===== src/rtl/immediate_pkg.sv =====
// rtl/immediate_pkg.sv - shared immediate-format constants for the encode and decode paths
//
// Purpose: single source for opcode values, field widths and legal immediate
// ranges so the encoder and the decode path agree on the immediate format.
// Contents: width localparams, default branch opcodes, range limits,
// encoder result struct, is_branch helper.

package immediate_pkg;

    localparam int OPCODE_W = 6;
    localparam int IMM_W    = 10;
    localparam int VALUE_W  = 16;
    localparam int INSTR_W  = IMM_W + OPCODE_W;
    localparam int ERRCNT_W = 8;

    localparam logic [OPCODE_W-1:0] JMP_OP_DEF = 6'b001110;
    localparam logic [OPCODE_W-1:0] JZ_OP_DEF  = 6'b001101;
    localparam logic [OPCODE_W-1:0] JNZ_OP_DEF = 6'b010011;

    // Branch immediates hold a halfword offset, so the byte range doubles
    // and must be even.
    localparam int BRANCH_MIN  = -1024;
    localparam int BRANCH_MAX  = 1022;
    localparam int DEFAULT_MIN = -512;
    localparam int DEFAULT_MAX = 511;

    localparam logic [ERRCNT_W-1:0] ERRCNT_MAX = '1;

    typedef struct packed {
        logic               range_error;
        logic [INSTR_W-1:0] instruction;
    } enc_result_t;

    function automatic logic is_branch(
        input logic [OPCODE_W-1:0] opcode,
        input logic [OPCODE_W-1:0] jmp_op,
        input logic [OPCODE_W-1:0] jz_op,
        input logic [OPCODE_W-1:0] jnz_op
    );
        return (opcode == jmp_op) || (opcode == jz_op) || (opcode == jnz_op);
    endfunction

endpackage


===== src/rtl/instr_fifo.sv =====
// rtl/instr_fifo.sv - small in-order valid/ready FIFO for encoded instructions
//
// Purpose: buffers encoder results between request and response sides.
// Ports:
//   clk, rst_n              clock, asynchronous active-low reset
//   s_tvalid/s_tready/s_tdata   write side; push when both valid and ready
//   m_tvalid/m_tready/m_tdata   read side; head entry, pop when both high
// s_tready depends only on registered occupancy, so a same-cycle pop never
// frees space combinationally.

module instr_fifo #(
    parameter int WIDTH = 17,
    parameter int DEPTH = 2
) (
    input  logic             clk,
    input  logic             rst_n,
    input  logic             s_tvalid,
    output logic             s_tready,
    input  logic [WIDTH-1:0] s_tdata,
    output logic             m_tvalid,
    input  logic             m_tready,
    output logic [WIDTH-1:0] m_tdata
);

    localparam int PTR_W = (DEPTH > 1) ? $clog2(DEPTH) : 1;
    localparam int CNT_W = PTR_W + 1;
    localparam logic [CNT_W-1:0] FULL_COUNT = CNT_W'(DEPTH);

    logic [WIDTH-1:0] mem [DEPTH];
    logic [PTR_W-1:0] wr_ptr;
    logic [PTR_W-1:0] rd_ptr;
    logic [CNT_W-1:0] count;
    // Last popped entry, so the head outputs hold their value once empty.
    logic [WIDTH-1:0] last_q;
    logic             push;
    logic             pop;

    assign s_tready = (count < FULL_COUNT);
    assign m_tvalid = (count != '0);
    assign push     = s_tvalid & s_tready;
    assign pop      = m_tvalid & m_tready;
    assign m_tdata  = m_tvalid ? mem[rd_ptr] : last_q;

    always_ff @(posedge clk) begin
        if (push) begin
            mem[wr_ptr] <= s_tdata;
        end
    end

    always_ff @(posedge clk or negedge rst_n) begin
        if (!rst_n) begin
            wr_ptr <= '0;
            rd_ptr <= '0;
            count  <= '0;
            last_q <= '0;
        end else begin
            if (push) begin
                wr_ptr <= wr_ptr + PTR_W'(1);
            end
            if (pop) begin
                rd_ptr <= rd_ptr + PTR_W'(1);
                last_q <= mem[rd_ptr];
            end
            case ({push, pop})
                2'b10:   count <= count + CNT_W'(1);
                2'b01:   count <= count - CNT_W'(1);
                default: count <= count;
            endcase
        end
    end

endmodule


===== src/rtl/immediate_encoder.sv =====
// rtl/immediate_encoder.sv - range-checks and packs immediates into 16-bit instruction words
//
// Purpose: encodes {imm10, opcode} from an opcode and a signed value,
// flags out-of-range values, buffers results in order, counts rejects.
// Ports:
//   in_clk, in_rst                 clock, asynchronous active-low reset
//   in_req_valid/ot_req_ready      request handshake
//   in_opcode, in_value            opcode and signed immediate / byte offset
//   ot_rsp_valid/in_rsp_ready      response handshake
//   ot_instruction, ot_range_error head entry of the result buffer
//   ot_error_count                 saturating count of rejected requests

module immediate_encoder
    import immediate_pkg::*;
#(
    parameter int                  FIFO_DEPTH = 2,
    parameter logic [OPCODE_W-1:0] JMP_OP     = JMP_OP_DEF,
    parameter logic [OPCODE_W-1:0] JZ_OP      = JZ_OP_DEF,
    parameter logic [OPCODE_W-1:0] JNZ_OP     = JNZ_OP_DEF
) (
    input  logic                in_clk,
    input  logic                in_rst,
    input  logic                in_req_valid,
    output logic                ot_req_ready,
    input  logic [OPCODE_W-1:0] in_opcode,
    input  logic [VALUE_W-1:0]  in_value,
    output logic                ot_rsp_valid,
    input  logic                in_rsp_ready,
    output logic [INSTR_W-1:0]  ot_instruction,
    output logic                ot_range_error,
    output logic [ERRCNT_W-1:0] ot_error_count
);

    logic        branch;
    logic        legal;
    logic [IMM_W-1:0] imm10;
    enc_result_t enc;
    enc_result_t head;
    logic        accept;

    // Legality is a sign-extension check: every bit above the immediate's
    // top bit must match it. Branches drop bit 0, which must be zero.
    always_comb begin
        branch = is_branch(in_opcode, JMP_OP, JZ_OP, JNZ_OP);
        legal  = 1'b0;
        imm10  = '0;
        if (branch) begin
            legal = ~in_value[0] && (in_value[15:11] == {5{in_value[10]}});
            imm10 = in_value[10:1];
        end else begin
            legal = (in_value[15:10] == {6{in_value[9]}});
            imm10 = in_value[9:0];
        end
        enc.range_error = ~legal;
        enc.instruction = legal ? {imm10, in_opcode} : {{IMM_W{1'b0}}, in_opcode};
    end

    // Rejected requests are still pushed so responses stay 1:1 with requests.
    instr_fifo #(
        .WIDTH ($bits(enc_result_t)),
        .DEPTH (FIFO_DEPTH)
    ) u_instr_fifo (
        .clk      (in_clk),
        .rst_n    (in_rst),
        .s_tvalid (in_req_valid),
        .s_tready (ot_req_ready),
        .s_tdata  (enc),
        .m_tvalid (ot_rsp_valid),
        .m_tready (in_rsp_ready),
        .m_tdata  (head)
    );

    assign accept         = in_req_valid & ot_req_ready;
    assign ot_instruction = head.instruction;
    assign ot_range_error = head.range_error;

    always_ff @(posedge in_clk or negedge in_rst) begin
        if (!in_rst) begin
            ot_error_count <= '0;
        end else if (accept && enc.range_error && (ot_error_count != ERRCNT_MAX)) begin
            ot_error_count <= ot_error_count + ERRCNT_W'(1);
        end
    end

endmodule


===== config.mk =====
export PLATFORM = sky130hd
export DESIGN_NAME = immediate_encoder
export DESIGN_NICKNAME = d
export VERILOG_FILES = /design/src/rtl/immediate_pkg.sv /design/src/rtl/instr_fifo.sv /design/src/rtl/immediate_encoder.sv
export SDC_FILE = /design/constraint.sdc
export NUM_CORES = 1
export LEC_CHECK = 0
export BUFFER_PORTS_ARGS = -buffer_cell sky130_fd_sc_hd__buf_2
export CAP_MARGIN = 5
export CORE_MARGIN = 1.5
export CORE_UTILIZATION = 40
export CTS_CLUSTER_SIZE = 12
export DETAILED_ROUTE_END_ITERATION = 6
export GPL_TIMING_DRIVEN = 0
export SETUP_SLACK_MARGIN = 0.4
export SYNTH_ARGS = -nofsm -noshare
export SYNTH_HDL_FRONTEND = slang
export SYNTH_HIERARCHICAL = 1
export SYNTH_SLANG_ARGS = --single-unit

===== constraint.sdc =====
create_clock -name in_clk -period 2.5 [get_ports in_clk]
set_clock_uncertainty 0.2 [all_clocks]
set_input_delay 0.125 -clock in_clk [delete_from_list [all_inputs] [get_ports in_clk]]
set_output_delay 0.125 -clock in_clk [all_outputs]
set_load 0.05 [all_outputs]

## After elaboration in Yosys (flattened, before gate mapping)

Memories as Yosys holds them, arrays and structs flattened.
Cells that the tools add are included.
W data, S select, Z words.

- Memories: 1
- Logic and storage cells: 38
- Bits of input ports: 26
- Register bits after elaboration: 29
- RAM bits: 34

Memory list:

| memory | depth | bits a word | read ports | clocked after memory_dff | write ports | line | RTL |
|---|---|---|---|---|---|---|---|
| u_instr_fifo.mem | 2 | 17 | 1 | 0 | 1 | instr_fifo.sv:29 | `logic [WIDTH-1:0] mem [DEPTH];` |

- Reductions and logical operators: 7
- Bitwise logic cells: 4
- Order comparisons: 1
- Multiplexer cells: 7
- Equal/unequal tests: 8
- $add $sub $neg: 5

Operators by type and width:

| operator | count |
|---|---|
| $mux W17 | 1 |
| $mux W16 | 1 |
| $eq A6 B4 Y1 const B | 2 |
| $mux W10 | 1 |
| $add A8 B1 Y8 const B | 1 |
| $ne A8 B8 Y1 const B | 1 |
| $eq A6 B5 Y1 const B | 1 |
| $eq A6 B6 Y1 | 1 |
| $eq A5 B5 Y1 | 1 |
| $pmux W2 S2 | 1 |
| $reduce_bool A2 Y1 | 2 |
| $logic_and A1 B1 Y1 | 3 |
| $mux W1 | 3 |
| $add A1 B1 Y1 const B | 2 |
| $add A2 B1 Y2 const B | 1 |
| $and A1 B1 Y1 | 2 |
| $eq A2 B1 Y1 const B | 1 |
| $eq A2 B2 Y1 const B | 1 |
| $logic_or A1 B1 Y1 | 2 |
| $lt A2 B2 Y1 const B | 1 |
| $not A1 Y1 | 2 |
| $sub A2 B1 Y2 const B | 1 |

## Longest topological paths before layout

- Depth after elaboration: 7
- Gate-level depth with buffers: 7
- Gate-level depth less buffers: 6

## Modules after synthesis

Netlist, hierarchy kept.

Modules (own cells, without submodules):

| module | times used | sequential area each (µm²) | cells each | area each (µm²) |
|---|---|---|---|---|
| instr_fifo | 1 | 1,546.5 | 163 | 2,198.4 |
| immediate_encoder | 1 | 200.2 | 76 | 670.6 |

## Worst setup path after synthesis

OpenSTA, ideal clock, no wires.

- Path type: flip-flop to flip-flop
- Start: register u_instr_fifo.count[1]
- End: memory u_instr_fifo.mem[0][0] (enable)
- Required time: 1.909 ns
- Path buffers: 0
- Slack: 0.187 ns
- Stages on the path, launching flop included: 4
- Data arrival time: 1.723 ns
- Cell sequence: dfrtp_1 -> inv_1 -> nand2_1 -> nor2_1

- Cells in the longest elaborated chain, start to end: 4

RTL lines:

| item | line | RTL |
|---|---|---|
| start, declared | instr_fifo.sv:32 | `logic [CNT_W-1:0] count;` |
| start signal, assigned | instr_fifo.sv:65 | `2'b10: count <= count + CNT_W'(1);` |
| start signal, assigned | instr_fifo.sv:66 | `2'b01: count <= count - CNT_W'(1);` |
| start signal, assigned | instr_fifo.sv:67 | `default: count <= count;` |
| $lt A2 B2 Y1 | instr_fifo.sv:38 | `assign s_tready = (count < FULL_COUNT);` |
| via ot_req_ready | immediate_encoder.sv:24 | `output logic ot_req_ready,` |
| $and A1 B1 Y1 | instr_fifo.sv:40 | `assign push = s_tvalid & s_tready;` |
| $mux W1 | instr_fifo.sv:45 | `if (push) begin` |
| $mux W1 (implied by the code) | instr_fifo.sv:46 | `mem[wr_ptr] <= s_tdata;` |
| end, declared | instr_fifo.sv:29 |  |

The timed path passes the listed nets, and every way through them passes these cells.

## Final worst setup path

- Start: register u_instr_fifo.count[0]
- End: output port ot_instruction[2]

- Cells in the longest elaborated chain, start to end: 2

RTL lines:

| item | line | RTL |
|---|---|---|
| $reduce_bool A2 Y1 | instr_fifo.sv:39 | `assign m_tvalid = (count != '0);` |
| $mux W17 | instr_fifo.sv:42 | `assign m_tdata = m_tvalid ? mem[rd_ptr] : last_q;` |
| end, declared | immediate_encoder.sv:29 | `output logic [INSTR_W-1:0] ot_instruction,` |

Every way passes these cells.

==> impl_metrics.py <==
metrics = {
    "critical_path": {
        "cp_slowest_cell": "dfrtp_2",
        "r2r_cells": 6,
        "cp_common_cell": "buf_6",
        "cp-startpoint": "u_instr_fifo/count[0]",
        "r2r-start": "u_instr_fifo/count[0]",
        "crit_path_cell_trace": "or2_1 -> buf_6 -> buf_6 -> a21oi_1 -> buf_2",
        "critPathMaxStageDelay_ns": 0.45,
        "crit_fanout": 10,
        "critPathKind": "reg -> out",
        "r2r-end": "u_instr_fifo/count[1]",
        "cp-start-kind": "flop",
        "critPathCaptureType": "output port",
        "r2r_setup_slack_ns": 0.57,
        "cp.required_ns": 2.17,
        "cp.arrival_ns": 1.71,
    },
    "clocking": {
        "clkTransAtPathRegs_ns": 0.07,
        "clock_latency_ns": 0.33,
        "cts_max_path_buffers": 2,
        "cts_sinks": 63,
        "cts_buffers": 9,
        "htree_levels": 3,
        "postCtsSetupRepairBufs": 0,
        "root_buffer": "clkbuf_8",
        "cts_tree": "built",
    },
    "yosys": {
        "yosys.area_share.simple_pct": 11.9,
        "synth_cell_type_count": 36,
        "ys_warn_count": 6,
        "synth_compound_area_share_pct": 8.63,
        "synthXorXnorAreaFrac_pct": 3.66,
        "ys_seq_area_share_pct": 60.9,
        "synth_top_family_by_area": "simple AND/OR/NAND/NOR gates",
        "synth_area_per_cell_um2": 12.0,
        "yosys.area_share.adder_pct": 0.872,
        "synthesis.area_mm2": 0.00287,
        "async_flop_share_pct": 46.0,
        "syn_nets": 267,
        "synth_edf_count": 34,
        "synth_seq_cells": 63,
        "synth_mux_area_share_pct": 9.99,
        "synth-main-ff-cell": "edfxtp_1",
        "synthCells": 239,
    },
    "power": {
        "swShare_pct": 45.4,
        "power_density_mw_per_mm2": 1370,
        "cell_internal_pwr_w": 0.00276,
        "switchingPower_w": 0.00229,
        "vdd.ir_drop.worst_mv": 0.869,
        "seqPwrFrac_pct": 32.0,
        "p_leak_nw": 1.58,
        "clkPwrFrac_pct": 19.6,
        "combPwrFrac_pct": 48.4,
    },
    "sta": {
        "setup_viol": 0,
        "tightest_slew_ns": 0.827,
        "slew_viol_final": 0,
        "setup_tns_ns": 0,
        "finalCritPeriodShare_pct": 81.3,
        "hold_viol": 0,
        "timing.hold.ws_ns": 0.00574,
        "slew_headroom_pct": 44.8,
        "finalCriticalPeriod_ns": 2.03,
        "rsz0062_at_grt": "true",
        "fmax_ghz": 0.492,
    },
    "floorplanning": {
        "num_rows": 30,
        "coreArea_mm2": 0.00687,
        "die_area_mm2": 0.00769,
        "fp.dieH_um": 87.7,
        "start_util_pct": 41.8,
        "ios": 53,
        "die_w_um": 87.7,
    },
    "routing": {
        "vias": 2050,
        "avgRoutedWirePerCell_um": 13.9,
        "first_pass_iters": 4,
        "drt-vias-per-instance": 4.88,
        "routed_wl_mm": 5.85,
        "first_iter_violations": 169,
        "drc_errors": 0,
        "ant_nets": 0,
    },
    "hold_path": {
        "min_from": "in_value[4]",
        "holdCritPathClass": "in -> reg",
        "hold-path-endpoint": "u_instr_fifo/mem[1][9]",
        "holdPathStages": 3,
    },
    "layout": {
        "finalNonFillerCells": 420,
        "areaGrowthSynthToFinish_pct": 28.3,
        "insertedDiodeCount": 0,
        "fin_nets": 347,
        "drive_gt1_share_pct": 26.2,
    },
    "global_route": {
        "antenna_found_initial": 0,
        "grt_max_degree": 30,
        "grt_pass1_wl_mm": 9.54,
        "overflow": 0,
        "grt_usage_pct": 16.9,
        "grt_pass1_vias": 1920,
    },
    "run": {
        "cap_violations": 0,
    },
    "place": {
        "gp_congestion": 0.801,
        "hpwlAfterDp_mm": 4.10,
        "io_buffers": 52,
        "placed_cells": 387,
    },
    "status": {
        "status": "finished clean",
    },
}
## stage by stage
step / power, W / utilization (%) / cell area (um^2) / setup WS, ns
floorplan: 0.00346 / - / 2870 / 0.452
global route: 0.00533 / 53.6 / 3680 / 0.380
CTS: 0.00504 / 53.2 / 3650 / 0.420
global placement: 0.00398 / 47.3 / 3250 / 0.211
finish: 0.00505 / 53.6 / 3680 / 0.468
detailed placement: 0.00402 / 47.3 / 3250 / 0.207
## worst max-delay path: cells and delay by family, from the launching register on
| family | cells | cell delay [ns] |
|---|---|---|
| DFF | 1 | 0.45 |
| AOI/OAI and AO/OA | 1 | 0.13 |
| buffers and inverters | 3 | 0.56 |
| and+or+nand+nor | 1 | 0.23 |
## state kept, by name, summed over array words and instances, names as in the netlist
| signal | cells |
|---|---|
| u_instr_fifo/count | 2 |
| u_instr_fifo/mem | 34 |
| u_instr_fifo/wr_ptr | 1 |
| u_instr_fifo/rd_ptr | 1 |
| ot_error_count | 8 |
| u_instr_fifo/last_q | 17 |
## kinds of logic (layout without fill, tap and decap cells)
logic type      after synthesis  after routing
fa+ha+maj                     2              2
compound gates               42             42
simple gates                 76             76
flops                        63             63
mux                          28             28
buf+inv                      16            101
xor+xnor                     12             12
## power groups by stage
stage	registers, W	clock network, W	logic [W]
4_1_cts	0.00160	0.00102	0.00242
3_3_place_gp	0.00161	0	0.00238
2_1_floorplan	0.00173	0	0.00173
6_report	0.00161	0.000991	0.00244
3_5_place_dp	0.00162	0	0.00240
5_1_grt	0.00165	0.00106	0.00262
## worst max-delay path by stage
stage                                          to  cells past startpoint
after floorplan            u_instr_fifo/mem[0][0]                      3
after global placement    u_instr_fifo/mem[1][11]                      6
after detailed placement  u_instr_fifo/mem[1][11]                      6
after CTS                       ot_instruction[7]                      5
after global routing        u_instr_fifo/count[1]                      7
final                           ot_instruction[2]                      5
## layer usage
metal / global-route usage [%] / wire length, um / up-vias
met5: 0 / 0 / -
met4: 6.93 / 95 / 0
met3: 3.96 / 197 / 6
met2: 27.0 / 2890 / 44
met1: 22.3 / 2670 / 991
li1: - / - / 1009
## synthesized netlist by cell type, drive strengths merged (2+ instances only)
| cell | count | share of area, % |
|---|---|---|
| nand4 | 5 | 1.1 |
| edfxtp | 34 | 36 |
| xnor2 | 11 | 3.4 |
| inv | 4 | 0.52 |
| nand3 | 4 | 0.87 |
| buf | 10 | 3.2 |
| and3 | 2 | 0.44 |
| o221ai | 2 | 1.2 |
| nor3 | 2 | 0.35 |
| a21oi | 19 | 3.3 |
| ha | 2 | 0.87 |
| mux2 | 2 | 0.92 |
| o21ai | 18 | 3.3 |
| dfrtp | 29 | 25 |
| mux2i | 26 | 9.1 |
| nor2 | 32 | 4.2 |
| nand2 | 25 | 3.3 |
| clkbuf | 2 | 0.30 |
## area by class of cell
cell class,instances,area [um^2]
Clock buffer,10,138
Tap cell,96,120
Timing Repair Buffer,69,443
Clock inverter,6,92.6
Sequential cell,63,1750
Multi-Input combinational cell,160,1030
Buffer,12,100
Inverter,4,15.0
Fill cell,624,3190
## cells in the final DEF, fill, tap and decap left out, drive strengths merged, types with 4 or more instances in the layout
cell type / count
dlygate4sd3: 17
clkbuf: 14
mux2i: 26
nand4: 5
nor2: 32
buf: 60
inv: 5
dfrtp: 29
a21oi: 19
nand3: 4
o21ai: 18
edfxtp: 34
nand2: 25
xnor2: 11
## what timing repair did
item / CTS / global route
setup endpoints to repair: 0 / 16
hold endpoints to repair: 61 / 0
hold buffers: 17 / 0
resized for setup: 0 / 12
(Power assumes the default switching activity.)
